[src/rtl/endian_serializer.sv]
// Word-to-bit serializer with per-word MSB/LSB-first order over valid/ready.
// Build option ENDIAN_SER_PARITY_EN appends an even-parity bit to each word.
module endian_serializer #(
    parameter int N = 4
) (
    input  logic         clk,
    input  logic         rst,
    input  logic         s_valid,
    output logic         s_ready,
    input  logic [N-1:0] s_data,
    input  logic         rvs_en,
    output logic         m_valid,
    input  logic         m_ready,
    output logic         m_bit,
    output logic         m_last,
    output logic         busy
);

    localparam int CW = $clog2(N + 1);
`ifdef ENDIAN_SER_PARITY_EN
    localparam int LASTIDX = N;
`else
    localparam int LASTIDX = N - 1;
`endif
    localparam logic [CW-1:0] LAST_CNT = CW'(LASTIDX);

    typedef enum logic {
        IDLE  = 1'b0,
        SHIFT = 1'b1
    } state_t;

    state_t        state;
    state_t        state_nxt;
    logic [N-1:0]  sh;
    logic [N-1:0]  sh_nxt;
    logic [N-1:0]  rev;
    logic [CW-1:0] cnt;
    logic [CW-1:0] cnt_nxt;
    logic          in_shift;
    logic          at_last;
    logic          xfer;
    logic          accept;
    logic          data_bit;

    always_comb begin
        rev = '0;
        for (int k = 0; k < N; k++) begin
            rev[N-1-k] = s_data[k];
        end
    end

    assign in_shift = (state == SHIFT);
    assign at_last  = in_shift && (cnt == LAST_CNT);
    assign xfer     = in_shift && m_ready;
    // s_ready sees m_ready combinationally so back-to-back words have no bubble
    assign s_ready  = !rst && ((state == IDLE) || (xfer && at_last));
    assign accept   = s_valid && s_ready;

    always_ff @(posedge clk) begin
        if (rst) begin
            state <= IDLE;
        end else begin
            state <= state_nxt;
        end
    end

    always_comb begin
        state_nxt = state;
        unique case (state)
            IDLE: begin
                if (accept) begin
                    state_nxt = SHIFT;
                end
            end
            SHIFT: begin
                if (xfer && at_last) begin
                    state_nxt = accept ? SHIFT : IDLE;
                end
            end
            default: state_nxt = IDLE;
        endcase
    end

    always_comb begin
        sh_nxt  = sh;
        cnt_nxt = cnt;
        if (accept) begin
            sh_nxt  = rvs_en ? rev : s_data;
            cnt_nxt = '0;
        end else if (xfer && !at_last) begin
            sh_nxt  = {sh[N-2:0], 1'b0};
            cnt_nxt = cnt + 1'b1;
        end else if (xfer) begin
            sh_nxt  = '0;
            cnt_nxt = '0;
        end
    end

    always_ff @(posedge clk) begin
        if (rst) begin
            sh  <= '0;
            cnt <= '0;
        end else begin
            sh  <= sh_nxt;
            cnt <= cnt_nxt;
        end
    end

`ifdef ENDIAN_SER_PARITY_EN
    logic par;

    // Parity covers the word as presented, so it does not depend on rvs_en
    always_ff @(posedge clk) begin
        if (rst) begin
            par <= 1'b0;
        end else if (accept) begin
            par <= ^s_data;
        end
    end

    assign data_bit = at_last ? par : sh[N-1];
`else
    assign data_bit = sh[N-1];
`endif

    always_comb begin
        m_valid = 1'b0;
        busy    = 1'b0;
        m_bit   = 1'b0;
        m_last  = 1'b0;
        if (in_shift) begin
            m_valid = 1'b1;
            busy    = 1'b1;
            m_bit   = data_bit;
            m_last  = at_last;
        end
    end

endmodule

[config.mk]
export PLATFORM = sky130hd
export DESIGN_NAME = endian_serializer
export DESIGN_NICKNAME = d
export VERILOG_FILES = /design/src/rtl/endian_serializer.sv
export SDC_FILE = /design/constraint.sdc
export NUM_CORES = 1
export LEC_CHECK = 0
export BUFFER_PORTS_ARGS = -buffer_cell sky130_fd_sc_hd__buf_2
export CELL_PAD_IN_SITES_DETAIL_PLACEMENT = 2
export CELL_PAD_IN_SITES_GLOBAL_PLACEMENT = 2
export CORE_AREA = 2 2 44 46
export CTS_BUF_LIST = sky130_fd_sc_hd__clkbuf_16
export DETAILED_ROUTE_END_ITERATION = 6
export DIE_AREA = 0 0 46 48
export PLACE_DENSITY_LB_ADDON = 0.1
export SLEW_MARGIN = 20
export SYNTH_ARGS = -nofsm -noshare
export SYNTH_HDL_FRONTEND = slang
export SYNTH_SLANG_ARGS = --single-unit
export TNS_END_PERCENT = 10
[constraint.sdc]
create_clock -name clk -period 1.7 [get_ports clk]
set_input_delay 0.34 -clock clk [delete_from_list [all_inputs] [get_ports clk]]
set_output_delay 0.34 -clock clk [all_outputs]
set_load 0.03 [all_outputs]
Word-level counts from Yosys, hierarchy flattened --
Index checks and enable logic that the tools add are counted.
Operators by class: bitwise operators 1, reduce and logical (&&, ||, !) cells 12, muxes and demuxes 12, add/subtract/negate cells 1, equal/unequal tests 1
Operator list (count):
- $mux 4 | 4
- $logic_and 1x1->1 | 6
- $mux 3 | 2
- $mux 1 | 5
- $add 3x1->3 const B | 1
- $eq 3x2->1 const B | 1
- $reduce_bool 3->1 | 1
- $logic_not 1->1 | 2
- $pmux 1 s2 | 1
- $reduce_bool 2->1 | 1
- $reduce_or 2->1 | 1
- $logic_or 1x1->1 | 1
- $not 1->1 | 1
Word-level totals: bits in registers 8, word-level logic and storage cells 30, input port bits 9

Depth between registers and ports, before layout --
Gate-level depths: netlist (run 1).
depth after elaboration 9, depth in mapped cells 5, gate-level depth less buffers 5

Worst setup path after synthesis (run 1) --
No wires, ideal clock.
path kind register to output, start point register cnt[0], end point output port s_ready, cell stages (with the launch flop) 5, arrival time 1.251 ns, buffers on the path 0, path slack 0.109 ns, path through dfxtp_1 ha_1 ha_1 a21boi_2 nor2_1
On the way: longest elaborated chain between the ends 5
RTL lines:
- from (decl) | line 37 | logic [CW-1:0] cnt;
- from (signal assigned) | line 105 | cnt <= cnt_nxt;
- $eq 3x2->1 | line 53 | assign at_last = in_shift && (cnt == LAST_CNT);
- $logic_and 1x1->1 | line 53
- $logic_and 1x1->1 | line 56 | assign s_ready = !rst && ((state == IDLE) || (xfer && at_last));
- $logic_or 1x1->1 | line 56
- $logic_and 1x1->1 | line 56
- to (decl) | line 9 | output logic s_ready,
No other way between the ends.

Worst setup path after layout (run 1) --
Same ends and word-level chain as after synthesis.

==> results of run 1 <==
[sequential cells by signal (all words and copies together), names as in the netlist]
signal,cells
sh,4
cnt,3
in_shift,1
[routing by layer]
| layer | global-route usage, % | share of wire, % | vias up |
|---|---|---|---|
| li1 | - | - | 227 |
| met1 | 19.4 | 49 | 218 |
| met2 | 18.9 | 44 | 12 |
| met3 | 3.40 | 4.7 | 5 |
| met4 | 8.57 | 1.9 | 0 |
| met5 | 0 | 0 | - |
[cells in the mapped netlist]
cell type / count
dfxtp_1: 8
a21boi_2: 1
nor2b_1: 1
o211ai_1: 1
and4b_2: 1
nand2b_1: 1
nor2_1: 5
mux2i_1: 5
nor3_1: 3
and2_2: 1
inv_1: 1
ha_1: 2
a221oi_1: 3
a21oi_1: 2
buf_4: 1
mux2_2: 1
buf_2: 1
a21bo_2: 1
and4b_1: 3
nand2_1: 1
and2_1: 1
nand3_1: 1
nor2_2: 1
a211oi_1: 3
[path summary, 6_finish.rpt]
path                               from        to  slack, ps  cells past startpoint
worst min-delay path            s_valid  in_shift        350                      3
worst min register to register    sh[0]     sh[0]        500                      2
worst max-delay path             cnt[0]   s_ready         50                      5
worst max register to register   cnt[0]     sh[2]        240                      6
[critical path, stage by stage, from the launching register on]
cell and delay (ps):
dfxtp_1 320, ha_2 200, ha_4 180, a21boi_2 160, nor2_1 50, buf_4 170
[cell families after synthesis]
| group | count (synthesis) |
|---|---|
| adders and majority gates | 2 |
| and+or+nand+nor | 19 |
| DFF | 8 |
| muxes | 6 |
| AOI/OAI and AO/OA | 11 |
| buffers and inverters | 3 |
[where the power goes]
| part | total, mW | switching (mW) | internal, mW |
|---|---|---|---|
| Combinational | 0.0839 | 0.0476 | 0.0364 |
| Clock | 0.402 | 0.0980 | 0.304 |
| Sequential | 0.207 | 0.00863 | 0.198 |
| Total | 0.693 | 0.154 | 0.538 |
[cell type report]
class                      instances  area [um^2]  share of cell area [%]
inverter                           1         3.75                   0.573
clock buffer                       3         75.1                    11.5
tap                               17         21.3                    3.24
multi-input combinational         38          305                    46.6
timing repair buffer              16         90.1                    13.7
sequential                         8          160                    24.4
[timing repair]
action                                  CTS  global route
endpoints found under the setup margin    2             1
gates resized for setup                   3             1
hold endpoints to repair                  0             0
setup buffers                             1             2
pin swaps                                 1             1
==> report_table.html, run 1 <==
<table>
<tr><th>Metric</th><th>Value</th></tr>
<tr><th colspan="2">Timing</th></tr>
<tr><td>Max-slew violation count</td><td>0</td></tr>
<tr><td>Minimum clock period after layout</td><td>1650 ps</td></tr>
<tr><td>Slew headroom</td><td>79.3%</td></tr>
<tr><td>Unrepaired setup endpoints after global routing</td><td>no</td></tr>
<tr><td>Number of hold violations in the final report</td><td>0</td></tr>
<tr><td>Setup ws final</td><td>53.0 ps</td></tr>
<tr><td>TNS Setup</td><td>0 ps</td></tr>
<tr><td>Final setup violating endpoints</td><td>0</td></tr>
<tr><td>Pin slew with the least headroom to its limit</td><td>309 ps</td></tr>
<tr><td>Peak clock frequency supported by timing</td><td>607 MHz</td></tr>
<tr><td>Ratio of final minimum period to clock period</td><td>96.9%</td></tr>
<tr><td>Clk_skew</td><td>2.30 ps</td></tr>
<tr><td>Worst Hold Margin</td><td>351 ps</td></tr>
<tr><th colspan="2">Detailed routing</th></tr>
<tr><td>Number of nets still failing antenna checks after routing</td><td>0</td></tr>
<tr><td>Residual DRC</td><td>0</td></tr>
<tr><td>Drt initial violations</td><td>6</td></tr>
<tr><td>Via count</td><td>462</td></tr>
<tr><td>Average detailed-routed wire length per instance</td><td>16.7 um</td></tr>
<tr><td>Number of detailed-route iterations in the first pass</td><td>4</td></tr>
<tr><td>Vias/cell</td><td>5.57</td></tr>
<tr><td>Post-detailed-routing wire length</td><td>1390 um</td></tr>
<tr><th colspan="2">Placement</th></tr>
<tr><td>Placed instance area</td><td>541 um^2</td></tr>
<tr><td>Post-placement worst setup slack</td><td>68.2 ps</td></tr>
<tr><td>Estimated wirelength of the detail-placed design</td><td>954 um</td></tr>
<tr><td>Cell total after placement</td><td>77</td></tr>
<tr><td>Number of port buffers</td><td>13</td></tr>
<tr><td>RD Place Congestion</td><td>0.611</td></tr>
<tr><th colspan="2">Yosys</th></tr>
<tr><td>Xor and xnor area share after synthesis</td><td>0%</td></tr>
<tr><td>Number of distinct standard cells referenced by the synthesized netlist</td><td>24</td></tr>
<tr><td>Main combinational cell family by area after synthesis</td><td>simple AND/OR/NAND/NOR gates</td></tr>
<tr><td>Net Count, Synth</td><td>60</td></tr>
<tr><td>Ranking of synthesized cells by area</td><td>dfxtp_1 34%, mux2i_1 11%, and4b_1 6.4%, a221oi_1 5.6%, ha_1 5.4%</td></tr>
<tr><td>Basic-gate share of the synthesized area counting and, or, nand and nor cells</td><td>24.9%</td></tr>
<tr><td>Number of synthesis warnings</td><td>0</td></tr>
<tr><td>Adder and majority gate portion of the synthesized area</td><td>5.36%</td></tr>
<tr><td>Synthesized flop and latch total</td><td>8</td></tr>
<tr><td>Library cell with the largest summed area after synthesis</td><td>dfxtp_1</td></tr>
<tr><td>Sequential-to-total area share from yosys stat</td><td>34.3%</td></tr>
<tr><td>Cell area after synthesis</td><td>467 um^2</td></tr>
<tr><td>Cell count after synthesis</td><td>49</td></tr>
<tr><td>Avg Inst Size Synth</td><td>9.52 um^2</td></tr>
<tr><td>Share of the synthesized area in the top cell type</td><td>34.3%</td></tr>
<tr><td>Share of the synthesized area in compound gates (AO/OA/AOI/OAI)</td><td>18.8%</td></tr>
<tr><td>Mux cell area share after synthesis</td><td>13.1%</td></tr>
<tr><th colspan="2">Run status</th></tr>
<tr><td>Status</td><td>finished, final reports clean</td></tr>
<tr><th colspan="2">Global routing</th></tr>
<tr><td>Overall routing resource usage</td><td>13.9%</td></tr>
<tr><td>Overflow after GRT</td><td>0</td></tr>
<tr><td>Antenna violations before repair</td><td>0</td></tr>
<tr><td>Largest net degree at the start of global routing</td><td>12</td></tr>
<tr><td>Via count of the first global-routing pass</td><td>446</td></tr>
<tr><td>First-pass GRT wire length</td><td>2080 um</td></tr>
<tr><th colspan="2">Final layout</th></tr>
<tr><td>Count of non-filler cells in the finished layout</td><td>83</td></tr>
<tr><td>Final layout net count</td><td>79</td></tr>
<tr><td>Share of layout cells above drive strength 1</td><td>40.9%</td></tr>
<tr><td>Highest-count cells in the layout ignoring fill and taps</td><td>12 x buf_2, 8 x dfxtp_1, 5 x nor2_1, 5 x mux2i_1, 4 x buf_4</td></tr>
<tr><td>Final Cell Area</td><td>656 um^2</td></tr>
<tr><td>Relative area change from synthesis to final layout</td><td>40.5%</td></tr>
<tr><td>Most common cell after layout, fill and taps aside</td><td>buf_2</td></tr>
<tr><td>Antenna diode count</td><td>0</td></tr>
<tr><td>Number of fillers in the final layout</td><td>203</td></tr>
<tr><td>Final cell utilization of the core</td><td>38.8%</td></tr>
<tr><th colspan="2">Die</th></tr>
<tr><td>Area of the die</td><td>2210 um^2</td></tr>
<tr><td>Placeable core area</td><td>1690 um^2</td></tr>
<tr><td>Initial Utilization</td><td>27.6%</td></tr>
<tr><td>I/O pin count</td><td>14</td></tr>
<tr><td>Core Rows</td><td>15</td></tr>
<tr><td>Horizontal die dimension</td><td>46 um</td></tr>
<tr><td>Overall die height</td><td>48 um</td></tr>
<tr><th colspan="2">Setup path</th></tr>
<tr><td>Crit path arrival time</td><td>1310 ps</td></tr>
<tr><td>Crit path max fanout</td><td>7</td></tr>
<tr><td>Critical path capture point type</td><td>primary output</td></tr>
<tr><td>Startpoint kind of the worst setup timing path</td><td>register</td></tr>
<tr><td>Crit Path Category</td><td>register to primary output</td></tr>
<tr><td>Data required, critical path</td><td>1360 ps</td></tr>
<tr><th colspan="2">Clock network</th></tr>
<tr><td>Maximum buffer depth of the clock tree</td><td>2</td></tr>
<tr><td>Clock root buffer</td><td>clkbuf_16</td></tr>
<tr><td>Clock tree from TritonCTS</td><td>done</td></tr>
<tr><td>Clk_lat worst skew</td><td>230 ps</td></tr>
<tr><td>Clock transition at path regs</td><td>40 ps</td></tr>
<tr><td>Hold-fix buffer count after cts</td><td>0</td></tr>
<tr><td>Number of buffers added by the clock tree synthesis step</td><td>3</td></tr>
<tr><td>Clock sinks</td><td>8</td></tr>
<tr><td>Maximum level of the CTS H-tree</td><td>1</td></tr>
<tr><th colspan="2">Power and ir drop</th></tr>
<tr><td>Leakage component of the power</td><td>0.298 nW</td></tr>
<tr><td>PnR Total Power</td><td>693 uW</td></tr>
<tr><td>Maximum vdd ir drop</td><td>419 uV</td></tr>
<tr><td>Power per Cell Area</td><td>1060 nW/um^2</td></tr>
<tr><th colspan="2">Flow run</th></tr>
<tr><td># Max-Cap Violations</td><td>0</td></tr>
<tr><th colspan="2">Hold path</th></tr>
<tr><td>Class of the worst hold path</td><td>primary input to register</td></tr>
</table>
Power figures use the tool's default switching activity.
==> run 2, diff against run 1 <==
- CORE_AREA: 2 2 44 46 -> 2 2 43 45
- DIE_AREA: 0 0 46 48 -> 0 0 45 47
- clock period: 1.7 -> 1.9 ns (I/O delays scaled with it)
==> run 2 against run 1 <==
Net effect:
- sequential share of layout area increased by 0.77 points
- cell area down 3.1%
- worst setup slack better by 66 ps
- global-route usage up 0.64 points
- count of clock-buffer cells in the layout unchanged
- non-clock buffer count is 3 lower
- via count is 3.7% lower
- utilization shrank 0.33 points
- final cell count is 3.6% lower
- flip-flop and latch count unchanged
- largest cell class unchanged
- largest power group unchanged
- highest routed layer unchanged
==> report_table.html, run 2 (synthesized netlist as in run 1, its figures left out) <==
<table>
<tr><th>Metric</th><th>Value</th></tr>
<tr><th colspan="2">Setup path</th></tr>
<tr><td>Startpoint of the worst-slack reg-to-reg timing path</td><td>cnt[0]</td></tr>
<tr><td>Depth of the worst register-to-register path</td><td>5</td></tr>
<tr><td>Crit Path Category</td><td>register to primary output</td></tr>
<tr><td>Data required, critical path</td><td>1520 ps</td></tr>
<tr><td>Worst setup path startpoint</td><td>cnt[0]</td></tr>
<tr><td>List of cells traversed by the critical path</td><td>ha_1 &gt; ha_4 &gt; a21boi_4 &gt; nor2_1 &gt; buf_2</td></tr>
<tr><td>End of the worst register-to-register path</td><td>sh[1]</td></tr>
<tr><td>Worst setup endpoint</td><td>s_ready</td></tr>
<tr><td>Crit path arrival time</td><td>1400 ps</td></tr>
<tr><td>Worst R2R Setup Slack</td><td>400 ps</td></tr>
<tr><td>Critical path capture point type</td><td>primary output</td></tr>
<tr><td>Critical Path Slowest Stage Cell</td><td>dfxtp_1</td></tr>
<tr><td>CP max stage delay</td><td>320 ps</td></tr>
<tr><td>Startpoint kind of the worst setup timing path</td><td>register</td></tr>
<tr><td>Crit path max fanout</td><td>9</td></tr>
<tr><th colspan="2">Power and ir drop</th></tr>
<tr><td>Power per Cell Area</td><td>958 nW/um^2</td></tr>
<tr><td>Leakage component of the power</td><td>0.288 nW</td></tr>
<tr><td>Maximum vdd ir drop</td><td>398 uV</td></tr>
<tr><td>PnR Total Power</td><td>609 uW</td></tr>
<tr><th colspan="2">Timing</th></tr>
<tr><td>Minimum clock period after layout</td><td>1780 ps</td></tr>
<tr><td>Peak clock frequency supported by timing</td><td>562 MHz</td></tr>
<tr><td>Clk_skew</td><td>3.76 ps</td></tr>
<tr><td>Unrepaired setup endpoints after global routing</td><td>no</td></tr>
<tr><td>Number of hold violations in the final report</td><td>0</td></tr>
<tr><td>Pin slew with the least headroom to its limit</td><td>304 ps</td></tr>
<tr><td>Max-slew violation count</td><td>0</td></tr>
<tr><td>Setup ws final</td><td>119 ps</td></tr>
<tr><td>Worst Hold Margin</td><td>399 ps</td></tr>
<tr><td>Final setup violating endpoints</td><td>0</td></tr>
<tr><td>Slew headroom</td><td>79.7%</td></tr>
<tr><td>TNS Setup</td><td>0 ps</td></tr>
<tr><td>Ratio of final minimum period to clock period</td><td>93.7%</td></tr>
<tr><th colspan="2">Final layout</th></tr>
<tr><td>Flip-flop count of the largest register after layout</td><td>4</td></tr>
<tr><td>Share of layout cells above drive strength 1</td><td>36.5%</td></tr>
<tr><td>Highest-count cells in the layout ignoring fill and taps</td><td>13 x buf_2, 8 x dfxtp_1, 5 x nor2_1, 5 x mux2i_1</td></tr>
<tr><td>Relative area change from synthesis to final layout</td><td>36.2%</td></tr>
<tr><td>Final layout net count</td><td>76</td></tr>
<tr><td>Antenna diode count</td><td>0</td></tr>
<tr><td>Count of non-filler cells in the finished layout</td><td>80</td></tr>
<tr><td>Most common cell after layout, fill and taps aside</td><td>buf_2</td></tr>
<tr><td>Register with the most flip-flops</td><td>sh</td></tr>
<tr><th colspan="2">Clock network</th></tr>
<tr><td>Clock root buffer</td><td>clkbuf_16</td></tr>
<tr><td>Number of setup buffers added after CTS</td><td>0</td></tr>
<tr><td>Clock tree from TritonCTS</td><td>done</td></tr>
<tr><td>Number of buffers added by the clock tree synthesis step</td><td>3</td></tr>
<tr><td>Clock transition at path regs</td><td>40 ps</td></tr>
<tr><td>Maximum level of the CTS H-tree</td><td>1</td></tr>
<tr><td>Clock sinks</td><td>8</td></tr>
<tr><td>Maximum buffer depth of the clock tree</td><td>2</td></tr>
<tr><td>Hold-fix buffer count after cts</td><td>0</td></tr>
<tr><td>Clk_lat worst skew</td><td>230 ps</td></tr>
<tr><th colspan="2">Hold path</th></tr>
<tr><td>Class of the worst hold path</td><td>primary input to register</td></tr>
<tr><th colspan="2">Detailed routing</th></tr>
<tr><td>Number of detailed-route iterations in the first pass</td><td>3</td></tr>
<tr><td>Number of nets still failing antenna checks after routing</td><td>0</td></tr>
<tr><td>Via count</td><td>445</td></tr>
<tr><td>Post-detailed-routing wire length</td><td>1200 um</td></tr>
<tr><td>Average detailed-routed wire length per instance</td><td>15.0 um</td></tr>
<tr><td>Residual DRC</td><td>0</td></tr>
<tr><td>Drt initial violations</td><td>2</td></tr>
<tr><td>Vias/cell</td><td>5.56</td></tr>
<tr><th colspan="2">Die</th></tr>
<tr><td>Overall die height</td><td>47 um</td></tr>
<tr><td>Placeable core area</td><td>1650 um^2</td></tr>
<tr><td>I/O pin count</td><td>14</td></tr>
<tr><td>Area of the die</td><td>2120 um^2</td></tr>
<tr><td>Horizontal die dimension</td><td>45 um</td></tr>
<tr><td>Initial Utilization</td><td>28.3%</td></tr>
<tr><td>Core Rows</td><td>15</td></tr>
<tr><th colspan="2">Placement</th></tr>
<tr><td>Cell total after placement</td><td>77</td></tr>
<tr><td>Estimated wirelength of the detail-placed design</td><td>928 um</td></tr>
<tr><td>Post-placement worst setup slack</td><td>196 ps</td></tr>
<tr><td>RD Place Congestion</td><td>0.689</td></tr>
<tr><td>Number of port buffers</td><td>13</td></tr>
<tr><th colspan="2">Flow run</th></tr>
<tr><td># Max-Cap Violations</td><td>0</td></tr>
<tr><th colspan="2">Global routing</th></tr>
<tr><td>Overflow after GRT</td><td>0</td></tr>
<tr><td>Antenna violations before repair</td><td>0</td></tr>
<tr><td>Via count of the first global-routing pass</td><td>470</td></tr>
<tr><td>First-pass GRT wire length</td><td>2150 um</td></tr>
<tr><td>Overall routing resource usage</td><td>14.5%</td></tr>
<tr><td>Largest net degree at the start of global routing</td><td>12</td></tr>
<tr><th colspan="2">Run status</th></tr>
<tr><td>Status</td><td>finished, final reports clean</td></tr>
</table>
-- run 2: cell types whose count changed in the layout (fill, tap and decap cells not counted), sizes merged --
cell  before  now
buf       16   13
-- run 2: power breakdown --
part / switching (mW) / internal (mW) / leakage, nW
clock network: 0.0801 / 0.271 / 0.0370
registers: 0.00727 / 0.177 / 0.0655
logic: 0.0419 / 0.0312 / 0.186
total: 0.129 / 0.480 / 0.288
-- run 2: critical path: cells and delay by family (launching register included) --
family	cells	cell delay, ps
simple gates	1	70
buf+inv	1	180
flops	1	320
compound gates	1	180
fa+ha+maj	2	430
-- run 2: how the worst min path moves through the flow --
stage                     startpoint        to  slack, ps  cells past startpoint
final                        s_valid  in_shift        400                      3
after global routing         s_valid  in_shift        450                      3
after CTS                    s_valid  in_shift        400                      3
after detailed placement       sh[0]     sh[0]        490                      2
after global placement         sh[0]     sh[0]        490                      2
after floorplan                sh[0]     sh[0]        460                      2
-- run 2: layout make-up --
type                            count  area, um^2
Inverter                            1        3.75
Timing Repair Buffer               13        65.1
Multi-Input combinational cell     38         310
Tap cell                           17        21.3
Fill cell                         189        1020
Clock buffer                        3        75.1
Sequential cell                     8         160
-- run 2: metrics by stage --
stage / cell area [um^2] / utilization, %
after floorplan: 467 / -
after global placement: 541 / 32.7
after detailed placement: 541 / 32.7
after CTS: 618 / 37.4
after global routing: 636 / 38.5
final: 636 / 38.5
-- run 2: per-layer routing --
layer	share of wire (%)	GRT usage, %
met1	45	16.9
met2	48	24.3
met3	4.3	3.46
met4	2.4	8.82
met5	0	0
-- run 2: timing repair --
| item | CTS | global route |
|---|---|---|
| pin swaps | 1 | 0 |
| gates resized for setup | 1 | 2 |
| setup endpoints to repair | 1 | 1 |
==> run 3, diff against run 2 <==
==> constraint.sdc (replaced) <==
create_clock -name clk -period 1.9 [get_ports clk]
set_input_delay 0.19 -clock clk [delete_from_list [all_inputs] [get_ports clk]]
set_output_delay 0.19 -clock clk [all_outputs]
set_load 0.03 [all_outputs]
==> run 3 against run 2 <==
Net effect:
- clock skew shrank 2.9 ps
- non-clock buffer count stayed put
- hold slack got worse by 190 ps
- clock power is 2% higher
- final cell count unchanged
- die area is the same
- largest cell class unchanged
- register-to-register slack worse by 80 ps
- flip-flop and latch count unchanged
- highest routed layer unchanged
==> report_table.html, run 3 (synthesized netlist as in run 1, its figures left out) <==
<table>
<tr><th>Metric</th><th>Value</th></tr>
<tr><th colspan="2">Placement</th></tr>
<tr><td>RD Place Congestion</td><td>0.747</td></tr>
<tr><td>Estimated wirelength of the detail-placed design</td><td>894 um</td></tr>
<tr><td>Number of port buffers</td><td>13</td></tr>
<tr><td>Placed instance area</td><td>541 um^2</td></tr>
<tr><td>Post-placement worst setup slack</td><td>337 ps</td></tr>
<tr><th colspan="2">Final layout</th></tr>
<tr><td>Storage cell area</td><td>160 um^2</td></tr>
<tr><td>Number of fillers in the final layout</td><td>201</td></tr>
<tr><td>Register with the most flip-flops</td><td>sh</td></tr>
<tr><td>Most common cell after layout, fill and taps aside</td><td>buf_2</td></tr>
<tr><td>Multi-input logic area</td><td>290 um^2</td></tr>
<tr><td>Share of layout cells above drive strength 1</td><td>34.9%</td></tr>
<tr><td>Flip-flop count of the largest register after layout</td><td>4</td></tr>
<tr><td>Final Cell Area</td><td>616 um^2</td></tr>
<tr><td>Relative area change from synthesis to final layout</td><td>31.9%</td></tr>
<tr><td>Highest-count cells in the layout ignoring fill and taps</td><td>13 x buf_2, 8 x dfxtp_1, 5 x nor2_1, 5 x mux2i_1</td></tr>
<tr><td>Antenna diode count</td><td>0</td></tr>
<tr><td>Final layout net count</td><td>76</td></tr>
<tr><th colspan="2">Global routing</th></tr>
<tr><td>Largest net degree at the start of global routing</td><td>12</td></tr>
<tr><td>Overall routing resource usage</td><td>14.1%</td></tr>
<tr><td>Antenna violations before repair</td><td>0</td></tr>
<tr><td>First-pass GRT wire length</td><td>2060 um</td></tr>
<tr><td>Overflow after GRT</td><td>0</td></tr>
<tr><td>Via count of the first global-routing pass</td><td>443</td></tr>
<tr><th colspan="2">Setup path</th></tr>
<tr><td>Startpoint of the worst-slack reg-to-reg timing path</td><td>cnt[0]</td></tr>
<tr><td>Bufs and invs on worst path</td><td>1</td></tr>
<tr><td>Most used cell, CP</td><td>ha_1</td></tr>
<tr><td>Worst setup path startpoint</td><td>cnt[0]</td></tr>
<tr><td>List of cells traversed by the critical path</td><td>ha_1 &gt; ha_1 &gt; a21boi_2 &gt; nor2_1 &gt; buf_2</td></tr>
<tr><td>Crit path arrival time</td><td>1540 ps</td></tr>
<tr><td>Critical Path Slowest Stage Cell</td><td>dfxtp_1</td></tr>
<tr><td>Crit-path leading delay family</td><td>adder cells</td></tr>
<tr><td>CP max stage delay</td><td>310 ps</td></tr>
<tr><td>Data required, critical path</td><td>1710 ps</td></tr>
<tr><td>Startpoint kind of the worst setup timing path</td><td>register</td></tr>
<tr><td>Crit path max fanout</td><td>9</td></tr>
<tr><td>Crit Path Category</td><td>register to primary output</td></tr>
<tr><td>Critical path capture point type</td><td>primary output</td></tr>
<tr><th colspan="2">Clock network</th></tr>
<tr><td>Number of buffers added by the clock tree synthesis step</td><td>3</td></tr>
<tr><td>Clock sinks</td><td>8</td></tr>
<tr><td>Maximum buffer depth of the clock tree</td><td>2</td></tr>
<tr><td>Count of cells resized by post-cts repair</td><td>0</td></tr>
<tr><td>Clock root buffer</td><td>clkbuf_16</td></tr>
<tr><td>Clock transition at path regs</td><td>40 ps</td></tr>
<tr><td>Number of setup buffers added after CTS</td><td>0</td></tr>
<tr><td>Hold-fix buffer count after cts</td><td>0</td></tr>
<tr><td>Clk_lat worst skew</td><td>230 ps</td></tr>
<tr><td>Clock tree from TritonCTS</td><td>done</td></tr>
<tr><td>Maximum level of the CTS H-tree</td><td>1</td></tr>
<tr><th colspan="2">Hold path</th></tr>
<tr><td>Class of the worst hold path</td><td>primary input to register</td></tr>
<tr><td>Beginning of the worst hold path</td><td>s_valid</td></tr>
<tr><th colspan="2">Detailed routing</th></tr>
<tr><td>Via count</td><td>443</td></tr>
<tr><td>Average detailed-routed wire length per instance</td><td>15.0 um</td></tr>
<tr><td>Vias/cell</td><td>5.54</td></tr>
<tr><td>Number of nets still failing antenna checks after routing</td><td>0</td></tr>
<tr><td>Drt initial violations</td><td>7</td></tr>
<tr><td>Number of detailed-route iterations in the first pass</td><td>2</td></tr>
<tr><td>Post-detailed-routing wire length</td><td>1200 um</td></tr>
<tr><td>Residual DRC</td><td>0</td></tr>
<tr><th colspan="2">Power and ir drop</th></tr>
<tr><td>Maximum vdd ir drop</td><td>317 uV</td></tr>
<tr><td>Leakage component of the power</td><td>0.284 nW</td></tr>
<tr><td>Power per Cell Area</td><td>996 nW/um^2</td></tr>
<tr><th colspan="2">Timing</th></tr>
<tr><td>Ratio of final minimum period to clock period</td><td>91.0%</td></tr>
<tr><td>Peak clock frequency supported by timing</td><td>578 MHz</td></tr>
<tr><td>Max-slew violation count</td><td>0</td></tr>
<tr><td>Minimum clock period after layout</td><td>1730 ps</td></tr>
<tr><td>Pin slew with the least headroom to its limit</td><td>303 ps</td></tr>
<tr><td>Final setup violating endpoints</td><td>0</td></tr>
<tr><td>Clk_skew</td><td>0.855 ps</td></tr>
<tr><td>TNS Setup</td><td>0 ps</td></tr>
<tr><td>Unrepaired setup endpoints after global routing</td><td>no</td></tr>
<tr><td>Slew headroom</td><td>79.8%</td></tr>
<tr><td>Number of hold violations in the final report</td><td>0</td></tr>
<tr><td>Worst Hold Margin</td><td>208 ps</td></tr>
<tr><td>Setup ws final</td><td>171 ps</td></tr>
<tr><th colspan="2">Flow run</th></tr>
<tr><td># Max-Cap Violations</td><td>0</td></tr>
<tr><th colspan="2">Run status</th></tr>
<tr><td>Status</td><td>finished, final reports clean</td></tr>
<tr><th colspan="2">Die</th></tr>
<tr><td>I/O pin count</td><td>14</td></tr>
<tr><td>Horizontal die dimension</td><td>45 um</td></tr>
<tr><td>Overall die height</td><td>47 um</td></tr>
<tr><td>Initial Utilization</td><td>28.3%</td></tr>
<tr><td>Placeable core area</td><td>1650 um^2</td></tr>
<tr><td>Area of the die</td><td>2120 um^2</td></tr>
<tr><td>Core Rows</td><td>15</td></tr>
</table>
## run 3: cell types whose count changed in the layout (fill, tap and decap cells not counted)
cell,delta
ha_4,-1
ha_1,+1
a21boi_2,+1
a21boi_4,-1
## run 3: per-stage QoR
step | power, mW | instances | util, %
detailed placement | 0.259 | 77 | 32.7
global route | 0.636 | 80 | 37.3
CTS | 0.622 | 80 | 37.3
global placement | 0.259 | 77 | 32.7
finish | 0.613 | 80 | 37.3
floorplan | 0.234 | 49 | -
## run 3: layout make-up
type / count / share of cell area, %
multi-input combinational: 38 / 47.2
tap: 17 / 3.46
sequential: 8 / 26.0
clock buffer: 3 / 12.2
timing repair buffer: 13 / 10.6
inverter: 1 / 0.610
## run 3: layer usage
| metal | GRT usage, % | vias to the layer above | routed length (um) |
|---|---|---|---|
| met1 | 16.9 | 212 | 565 |
| met5 | 0 | - | 0 |
| li1 | - | 215 | - |
| met2 | 22.9 | 13 | 539 |
| met3 | 3.46 | 3 | 64 |
| met4 | 8.82 | 0 | 28 |
## run 3: path summary, 6_finish.rpt
kind,endpoint,slack (ps),cells past startpoint
min reg2reg,sh[0],490,2
min,in_shift,210,3
max reg2reg,sh[3],320,5
max,s_ready,170,5
## run 3: power breakdown
part           leakage, nW  switching (mW)  internal (mW)
Sequential          0.0655         0.00715          0.177
Combinational        0.181          0.0415         0.0299
Clock               0.0370          0.0860          0.272
Total                0.284           0.135          0.479
## run 3: worst min-delay path: stages
cell and delay [ps]:
buf_2 100, nor2_1 40, nor2_1 70
